--- config.mk ---
export PLATFORM = sky130hd
export DESIGN_NAME = rca_pipe_adder
export DESIGN_NICKNAME = d
export VERILOG_FILES = /design/src/rtl/adder_pkg.sv /design/src/rtl/fullAdder.sv /design/src/rtl/rca_chunk.sv /design/src/rtl/rca_pipe_adder.sv
export SDC_FILE = /design/constraint.sdc
export NUM_CORES = 1
export LEC_CHECK = 0
export BUFFER_PORTS_ARGS = -buffer_cell sky130_fd_sc_hd__buf_2
export CORE_AREA = 2 2 149 151
export CTS_CLUSTER_DIAMETER = 100
export DETAILED_ROUTE_END_ITERATION = 8
export DIE_AREA = 0 0 151 153
export PLACE_DENSITY = 0.55
export SLEW_MARGIN = 20
export SYNTH_ARGS = -nofsm -noshare
export SYNTH_HDL_FRONTEND = slang
export SYNTH_SLANG_ARGS = --single-unit
--- constraint.sdc ---
create_clock -name clk -period 7.5 [get_ports clk]
set_input_delay 1.125 -clock clk [delete_from_list [all_inputs] [get_ports clk]]
set_output_delay 1.125 -clock clk [all_outputs]
set_load 0.03 [all_outputs]
--- src/rtl/adder_pkg.sv ---
// rtl/adder_pkg.sv - shared constants and elaboration helpers for the pipelined ripple-carry adder
package adder_pkg;

  localparam int DEF_WIDTH  = 32;
  localparam int DEF_STAGES = 4;

  // Bit positions of the per-stage control word carried next to the datapath.
  localparam int CTRL_VALID = 0;
  localparam int CTRL_CARRY = 1;
  localparam int CTRL_AMSB  = 2;
  localparam int CTRL_BMSB  = 3;
  localparam int CTRL_BITS  = 4;

  function automatic int chunk_width(input int width, input int stages);
    return width / stages;
  endfunction

  // The operand must split into equal, non-empty chunks.
  function automatic bit split_ok(input int width, input int stages);
    return (stages >= 1) && (stages <= width) && ((width % stages) == 0);
  endfunction

endpackage

--- src/rtl/fullAdder.sv ---
// rtl/fullAdder.sv - single-bit full adder cell
module fullAdder (
  input  logic a_i,
  input  logic b_i,
  input  logic ci_i,
  output logic s_o,
  output logic co_o
);

  assign s_o  = a_i ^ b_i ^ ci_i;
  assign co_o = (a_i & b_i) | (ci_i & (a_i ^ b_i));

endmodule

--- src/rtl/rca_chunk.sv ---
// rtl/rca_chunk.sv - combinational ripple-carry adder over one CHUNK-bit slice
module rca_chunk #(
  parameter int CHUNK = 8
) (
  input  logic [CHUNK-1:0] a_i,
  input  logic [CHUNK-1:0] b_i,
  input  logic             ci_i,
  output logic [CHUNK-1:0] s_o,
  output logic             co_o
);

  logic [CHUNK:0] carry;

  assign carry[0] = ci_i;

  for (genvar i = 0; i < CHUNK; i++) begin : g_bit
    fullAdder u_fa (
      .a_i  (a_i[i]),
      .b_i  (b_i[i]),
      .ci_i (carry[i]),
      .s_o  (s_o[i]),
      .co_o (carry[i+1])
    );
  end

  assign co_o = carry[CHUNK];

endmodule

--- src/rtl/rca_pipe_adder.sv ---
// rtl/rca_pipe_adder.sv - pipelined ripple-carry adder/subtractor with valid/ready on both sides
module rca_pipe_adder
  import adder_pkg::*;
#(
  parameter int WIDTH  = DEF_WIDTH,
  parameter int STAGES = DEF_STAGES
) (
  input  logic             clk,
  input  logic             rst,
  input  logic             in_valid,
  output logic             in_ready,
  input  logic [WIDTH-1:0] a,
  input  logic [WIDTH-1:0] b,
  input  logic             cin,
  input  logic             sub,
  output logic             out_valid,
  input  logic             out_ready,
  output logic [WIDTH-1:0] sum,
  output logic             cout,
  output logic             ovf
);

  localparam int CHUNK = chunk_width(WIDTH, STAGES);

  if (!split_ok(WIDTH, STAGES)) begin : g_bad_split
    $error("rca_pipe_adder: WIDTH must split into STAGES equal chunks");
  end

  // Stage k registers: full operands (upper chunks still needed downstream),
  // partial sum (chunks 0..k filled), and the control word.
  logic [WIDTH-1:0]     a_q    [STAGES];
  logic [WIDTH-1:0]     b_q    [STAGES];
  logic [WIDTH-1:0]     s_q    [STAGES];
  logic [CTRL_BITS-1:0] ctrl_q [STAGES];

  // Stage k inputs (from the ports for stage 0, from stage k-1 otherwise).
  logic [WIDTH-1:0]  a_in [STAGES];
  logic [WIDTH-1:0]  b_in [STAGES];
  logic [WIDTH-1:0]  s_in [STAGES];
  logic [WIDTH-1:0]  s_d  [STAGES];
  logic [STAGES-1:0] c_in;
  logic [STAGES-1:0] v_in;
  logic [STAGES-1:0] am_in;
  logic [STAGES-1:0] bm_in;
  logic [STAGES-1:0] co_d;

  logic advance;

  // The whole pipe moves as one; it stalls only when a finished result is unclaimed.
  assign advance  = !out_valid | out_ready;
  assign in_ready = advance;

  for (genvar k = 0; k < STAGES; k++) begin : g_stage
    logic [CHUNK-1:0] chunk_sum;

    if (k == 0) begin : g_entry
      // Subtraction is a + ~b + 1; cin only matters for addition.
      assign a_in[0]  = a;
      assign b_in[0]  = b ^ {WIDTH{sub}};
      assign s_in[0]  = '0;
      assign c_in[0]  = sub | cin;
      assign v_in[0]  = in_valid;
      assign am_in[0] = a[WIDTH-1];
      assign bm_in[0] = b[WIDTH-1] ^ sub;
    end else begin : g_link
      assign a_in[k]  = a_q[k-1];
      assign b_in[k]  = b_q[k-1];
      assign s_in[k]  = s_q[k-1];
      assign c_in[k]  = ctrl_q[k-1][CTRL_CARRY];
      assign v_in[k]  = ctrl_q[k-1][CTRL_VALID];
      assign am_in[k] = ctrl_q[k-1][CTRL_AMSB];
      assign bm_in[k] = ctrl_q[k-1][CTRL_BMSB];
    end

    rca_chunk #(.CHUNK(CHUNK)) u_chunk (
      .a_i  (a_in[k][k*CHUNK +: CHUNK]),
      .b_i  (b_in[k][k*CHUNK +: CHUNK]),
      .ci_i (c_in[k]),
      .s_o  (chunk_sum),
      .co_o (co_d[k])
    );

    // Chunk k of the incoming partial sum is still zero, so OR-ing merges it in.
    assign s_d[k] = s_in[k] | (WIDTH'(chunk_sum) << (k * CHUNK));
  end

  // Pipeline registers: cleared on reset, shifted together on advance, held on stall.
  always_ff @(posedge clk or posedge rst) begin
    if (rst) begin
      for (int k = 0; k < STAGES; k++) begin
        a_q[k]    <= '0;
        b_q[k]    <= '0;
        s_q[k]    <= '0;
        ctrl_q[k] <= '0;
      end
    end else if (advance) begin
      for (int k = 0; k < STAGES; k++) begin
        a_q[k]                <= a_in[k];
        b_q[k]                <= b_in[k];
        s_q[k]                <= s_d[k];
        ctrl_q[k][CTRL_VALID] <= v_in[k];
        ctrl_q[k][CTRL_CARRY] <= co_d[k];
        ctrl_q[k][CTRL_AMSB]  <= am_in[k];
        ctrl_q[k][CTRL_BMSB]  <= bm_in[k];
      end
    end
  end

  assign sum       = s_q[STAGES-1];
  assign cout      = ctrl_q[STAGES-1][CTRL_CARRY];
  assign out_valid = ctrl_q[STAGES-1][CTRL_VALID];
  assign ovf       = (ctrl_q[STAGES-1][CTRL_AMSB] == ctrl_q[STAGES-1][CTRL_BMSB]) &
                     (sum[WIDTH-1] != ctrl_q[STAGES-1][CTRL_AMSB]);

endmodule

==> results of run 1 <==
==> logic make-up after synthesis <==
kind of cell | synth area share [%]
multiplexers | 27.3
flip-flops | 55.3
AO/OA/AOI/OAI | 0.893
XOR/XNOR | 3.33
buffers and inverters | 3.91
adder cells (fa/ha/maj) | 7.62
AND/OR/NAND/NOR | 1.61
==> registers in the layout, indices dropped and copies added (netlist names) <==
name       flops
am_in          3
ctrl_q         5
c_in           3
b_in          48
a_in          45
s_in          48
out_valid      1
cout           1
sum           32
==> report_power, final <==
part | internal, mW | switching [mW] | total, mW
clock | 0.477 | 0.378 | 0.855
sequential | 1.46 | 0.266 | 1.73
combinational | 0.908 | 0.725 | 1.63
total | 2.84 | 1.37 | 4.21
==> worst max-delay path, cell delays in order <==
cell	delay, ns
buf_2	0.28
buf_4	0.47
xnor2_1	0.17
fa_1	0.42
fa_1	0.40
fa_1	0.40
fa_1	0.40
fa_1	0.39
fa_1	0.36
inv_1	0.08
fa_1	0.43
mux2_4	0.27
==> per-stage QoR <==
stage                     util [%]  cell area, um^2
after floorplan                  -             8410
after global placement        42.4             9120
after detailed placement      42.4             9120
after CTS                     45.0             9680
after global routing          45.0             9680
final                         45.0             9680
==> how the worst max path moves through the flow <==
stage               startpoint                    to  slack, ns  cells past startpoint
floorplan                  rst  a_in[24]$_DFFE_PP0P_       1.32                      1
global placement           sub  s_in[71]$_DFFE_PP0P_       2.21                     12
detailed placement         sub  s_in[71]$_DFFE_PP0P_       2.13                     12
CTS                        sub  s_in[71]$_DFFE_PP0P_       2.58                     12
global route               sub  s_in[71]$_DFFE_PP0P_       2.40                     12
finish                     sub  s_in[71]$_DFFE_PP0P_       2.59                     12
==> cell usage after synthesis <==
cell type / count
buf_4: 1
nand2b_1: 3
buf_2: 11
mux2_4: 100
nor2_1: 1
mux2i_1: 4
xnor2_1: 9
xor2_1: 23
nor3b_1: 14
fa_1: 32
nand3b_1: 1
o21ai_0: 1
dfrtp_1: 186
clkbuf_1: 2
inv_1: 30
a21oi_1: 14
mux2_2: 67
buf_6: 13
==> routing by layer <==
layer	up-vias	GRT usage [%]	routed length, um
met1	2123	20.1	7190
met3	7	3.64	701
met4	0	3.60	115
met5	-	0	0
met2	83	18.6	6230
li1	1917	-	-
==> area by class of cell <==
| cell class | count | area (um^2) | share of cell area [%] |
|---|---|---|---|
| multi-input cells | 269 | 3430 | 35.5 |
| flip-flops and latches | 186 | 4650 | 48.1 |
| clock inverters | 10 | 92.6 | 0.957 |
| clock buffers | 22 | 464 | 4.80 |
| well taps | 280 | 350 | 3.62 |
| repair buffers | 108 | 561 | 5.79 |
| inverters | 30 | 120 | 1.24 |
==> results.sh, run 1 <==
export IMPL_run_status="finished clean"
export IMPL_cp_end_kind="flop"
export IMPL_layout_setup_ws_ns=2.59
export IMPL_syn_to_final_growth_pct=15.1
export IMPL_die_h_um=153
export IMPL_ys_ff_latch=186
export IMPL_worstHoldStart="ctrl_q[4]$_DFFE_PP0P_"
export IMPL_gp_congestion=0.727
export IMPL_slew_headroom_pct=35.1
export IMPL_drc_errors=0
export IMPL_cp_arrival_ns=5.21
export IMPL_required_ns=7.80
export IMPL_yosysWarnings=0
export IMPL_die_x_um=151
export IMPL_grt_pass1_wl_um=24000
export IMPL_synthCells=512
export IMPL_cts_root_buf="clkbuf_16"
export IMPL_clock_latency_ns=0.42
export IMPL_irDropWorstVdd_mv=0.193
export IMPL_post_cts_setup_buffers=0
export IMPL_dr_total_vias=4130
export IMPL_final_cells=905
export IMPL_grt_pass1_vias=4468
export IMPL_fmax_mhz=204
export IMPL_numCtsBuffers=17
export IMPL_n_antenna_cell=0
export IMPL_drt_iter0_drc=184
export IMPL_hpwl_um=9230
export IMPL_grt_max_degree=135
export IMPL_critical_path_class="in2reg"
export IMPL_setup_tns_final_ns=0
export IMPL_fin_hold_ws_ns=0.472
export IMPL_cts_tree="yes"
export IMPL_ant_nets=0
export IMPL_ctsHoldBuffers=0
export IMPL_ys_seq_area_share_pct=55.3
export IMPL_reg2reg_to="sum[31]$_DFFE_PP0P_"
export IMPL_place_worst_setup_slack_ns=2.13
export IMPL_clock_sinks=186
export IMPL_rows=54
export IMPL_final_cell_mix="dfrtp_1 (186), buf_2 (105), mux2_4 (100), mux2_2 (67), fa_1 (32)"
export IMPL_drive_gt1_share_pct=49.0
export IMPL_htreeDepth=4
export IMPL_io_buffers=105
export IMPL_place_inst=873
export IMPL_post_cts_resized=0
export IMPL_fin_nets=714
export IMPL_p_per_area_mw_per_mm2=435
export IMPL_reg2reg_depth=12
export IMPL_startpoint_type="input port"
export IMPL_synth_area_mm2=0.00841
export IMPL_crit_fanout=25
export IMPL_rsz0062_at_grt="no"
export IMPL_core_area_mm2=0.0215
export IMPL_synth_cell_type_count=18
export IMPL_pin_count=106
export IMPL_fillers=1912
export IMPL_setup_viol_count_final=0
export IMPL_drt_total_wl_um=14200
export IMPL_finalHoldViolations=0
export IMPL_layout_commonest_cell="dfrtp_1"
export IMPL_post_synth_top_area_fraction_pct=55.3
export IMPL_hold_path_class="reg2reg"
export IMPL_wl_per_cell_um=15.7
export IMPL_synth_top_cell_by_area="dfrtp_1"
export IMPL_regToRegSetupSlack_ns=3.28
export IMPL_grt_antenna_before_repair=0
export IMPL_avgSynthCellArea_um2=16.4
export IMPL_whs_path_depth=1
export IMPL_ctsLongestPathBuffers=2
export IMPL_first_pass_iters=4
export IMPL_grt_remaining_overflow=0
export IMPL_fin_crit_ns=4.91
export IMPL_rr_startpoint="b_in[24]$_DFFE_PP0P_"
export IMPL_power_leakage_nw=4.59
export IMPL_clk_pin_slew_worst_paths_ns=0.06
export IMPL_grt_use_total_pct=13.2
export IMPL_drv_cap=0
export IMPL_tightestPinTransition_ns=0.974
export IMPL_syn_nets=614
export IMPL_die_area_mm2=0.0231
export IMPL_ys_top_cells_by_area="dfrtp_1 (55%), mux2_4 (18%), mux2_2 (9.0%)"
export IMPL_fin_crit_sh_pct=65.4
export IMPL_slew_viol_final=0
export IMPL_vias_per_cell=4.56
export IMPL_hold_path_end="out_valid$_DFFE_PP0P_"
export IMPL_p_total_mw=4.21
export IMPL_finClkSkew_ns=0.00639
export IMPL_initial_utilization_pct=39.1
Note: power is estimated with default switching activity, not from simulation.
==> run 2, diff against run 1 <==
==> constraint.sdc (replaced) <==
create_clock -name clk -period 4.7 [get_ports clk]
set_input_delay 0.705 -clock clk [delete_from_list [all_inputs] [get_ports clk]]
set_output_delay 0.705 -clock clk [all_outputs]
set_load 0.03 [all_outputs]
==> run 2 against run 1 <==
Via count up 1.5%. Routed wire length increased by 0.58%. Clock skew rose by 0.0025 ns. Global-route usage grew 0.14 points. Register-to-register slack worse by 2.8 ns. Sequential cell count did not move. Clock-buffer cell count down 3. Critical path type unchanged. Critical endpoint unchanged.
==> results.sh, run 2 (synthesis gave the netlist of run 1 again) <==
export IMPL_run_status="finished clean"
export IMPL_grt_max_degree=111
export IMPL_setup_viol_count_final=0
export IMPL_crit_fanout=4
export IMPL_hold_path_class="in2async"
export IMPL_slew_viol_final=0
export IMPL_ctsHoldBuffers=0
export IMPL_power_leakage_nw=4.64
export IMPL_fin_area_mm2=0.00979
export IMPL_grt_pass1_vias=4619
export IMPL_startpoint_type="input port"
export IMPL_p_total_mw=6.85
export IMPL_final_cells=911
export IMPL_grt_use_total_pct=13.4
export IMPL_wl_per_cell_um=15.7
export IMPL_gp_congestion=0.715
export IMPL_required_ns=5.00
export IMPL_clock_latency_ns=0.42
export IMPL_cp_end_kind="flop"
export IMPL_cp_arrival_ns=4.57
export IMPL_fillers=1962
export IMPL_rows=54
export IMPL_drt_iter0_drc=138
export IMPL_io_buffers=105
export IMPL_tightestPinTransition_ns=0.867
export IMPL_pin_count=106
export IMPL_first_pass_iters=4
export IMPL_grt_pass1_wl_um=24200
export IMPL_numCtsBuffers=17
export IMPL_rsz0062_at_grt="no"
export IMPL_post_cts_resized=0
export IMPL_rr_startpoint="b_in[48]$_DFFE_PP0P_"
export IMPL_dr_total_vias=4193
export IMPL_hpwl_um=9550
export IMPL_reg2reg_to="s_in[23]$_DFFE_PP0P_"
export IMPL_vias_per_cell=4.60
export IMPL_drive_gt1_share_pct=49.9
export IMPL_cts_root_buf="clkbuf_16"
export IMPL_die_area_mm2=0.0231
export IMPL_regToRegSetupSlack_ns=0.50
export IMPL_core_area_mm2=0.0215
export IMPL_grt_remaining_overflow=0
export IMPL_drc_errors=0
export IMPL_place_worst_setup_slack_ns=0.0239
export IMPL_layout_commonest_cell="dfrtp_1"
export IMPL_critical_path_class="in2reg"
export IMPL_p_per_area_mw_per_mm2=699
export IMPL_irDropWorstVdd_mv=0.309
export IMPL_die_x_um=151
export IMPL_drv_cap=0
export IMPL_cts_tree="yes"
export IMPL_n_antenna_cell=0
export IMPL_worstSetupStartpoint="sub"
export IMPL_setup_tns_final_ns=0
export IMPL_die_h_um=153
export IMPL_layout_setup_ws_ns=0.431
export IMPL_clock_sinks=186
export IMPL_fin_nets=720
export IMPL_fin_crit_sh_pct=90.8
export IMPL_syn_to_final_growth_pct=16.4
export IMPL_reg2reg_depth=12
export IMPL_htreeDepth=4
export IMPL_finClkSkew_ns=0.00894
export IMPL_slew_headroom_pct=42.0
export IMPL_ant_nets=0
export IMPL_post_cts_setup_buffers=0
export IMPL_final_cell_mix="dfrtp_1 (186), buf_2 (105), mux2_4 (100), mux2_2 (67), fa_1 (32)"
export IMPL_drt_total_wl_um=14300
export IMPL_fin_crit_ns=4.27
export IMPL_finalHoldViolations=0
export IMPL_initial_utilization_pct=39.1
export IMPL_placed_area_mm2=0.00917
export IMPL_ctsLongestPathBuffers=2
export IMPL_fmax_mhz=234
export IMPL_grt_antenna_before_repair=0
export IMPL_clk_pin_slew_worst_paths_ns=0.07
export IMPL_place_inst=879
[run 2: cell count changes in the layout (fill, tap and decap cells not counted)]
cell | before | now
inv_6 | 2 | 3
buf_12 | 1 | 2
clkbuf_1 | 3 | 0
clkinv_4 | 2 | 1
inv_8 | 1 | 0
clkinvlp_4 | 1 | 4
bufinv_16 | 1 | 3
clkinv_2 | 4 | 3
buf_4 | 2 | 7
[run 2: power breakdown]
part / internal [mW] / switching, mW / total (mW) / leakage (nW)
clock network: 0.869 / 0.613 / 1.48 / 0.296
logic: 1.45 / 1.17 / 2.63 / 2.19
registers: 2.33 / 0.408 / 2.74 / 2.15
[run 2: how the worst max path moves through the flow]
stage | end | slack, ns | depth (start not counted)
final | s_in[71]$_DFFE_PP0P_ | 0.43 | 12
after global routing | s_in[47]$_DFFE_PP0P_ | 0.24 | 12
after CTS | s_in[47]$_DFFE_PP0P_ | 0.40 | 12
after detailed placement | s_in[71]$_DFFE_PP0P_ | 0.02 | 12
after global placement | s_in[71]$_DFFE_PP0P_ | 0.06 | 12
after floorplan | s_in[71]$_DFFE_PP0P_ | 0.03 | 13
[run 2: area by class of cell]
cell class | count | area [um^2] | area share [%]
clock buffer | 19 | 453 | 4.63
sequential | 186 | 4650 | 47.5
timing repair buffer | 114 | 618 | 6.31
inverter | 30 | 116 | 1.19
tap | 280 | 350 | 3.58
multi-input combinational | 269 | 3430 | 35.1
clock inverter | 13 | 163 | 1.66
[run 2: metrics by stage]
stage / hold slack (ns) / util, %
after floorplan: 0.430 / -
after global placement: 0.446 / 42.7
after detailed placement: 0.464 / 42.7
after CTS: 0.456 / 45.6
after global routing: 0.496 / 45.6
final: 0.444 / 45.6
[run 2: critical path: stages]
cell     delay (ns)
buf_2          0.13
xnor2_1        0.15
fa_1           0.44
fa_1           0.41
fa_1           0.41
fa_1           0.40
fa_1           0.40
fa_1           0.40
fa_1           0.38
inv_1          0.08
fa_1           0.40
mux2_4         0.26
[run 2: layer usage]
metal	wire, um	GRT usage, %
met4	189	4.54
met3	576	2.99
met2	6470	20.0
met1	7080	19.3
met5	0	0
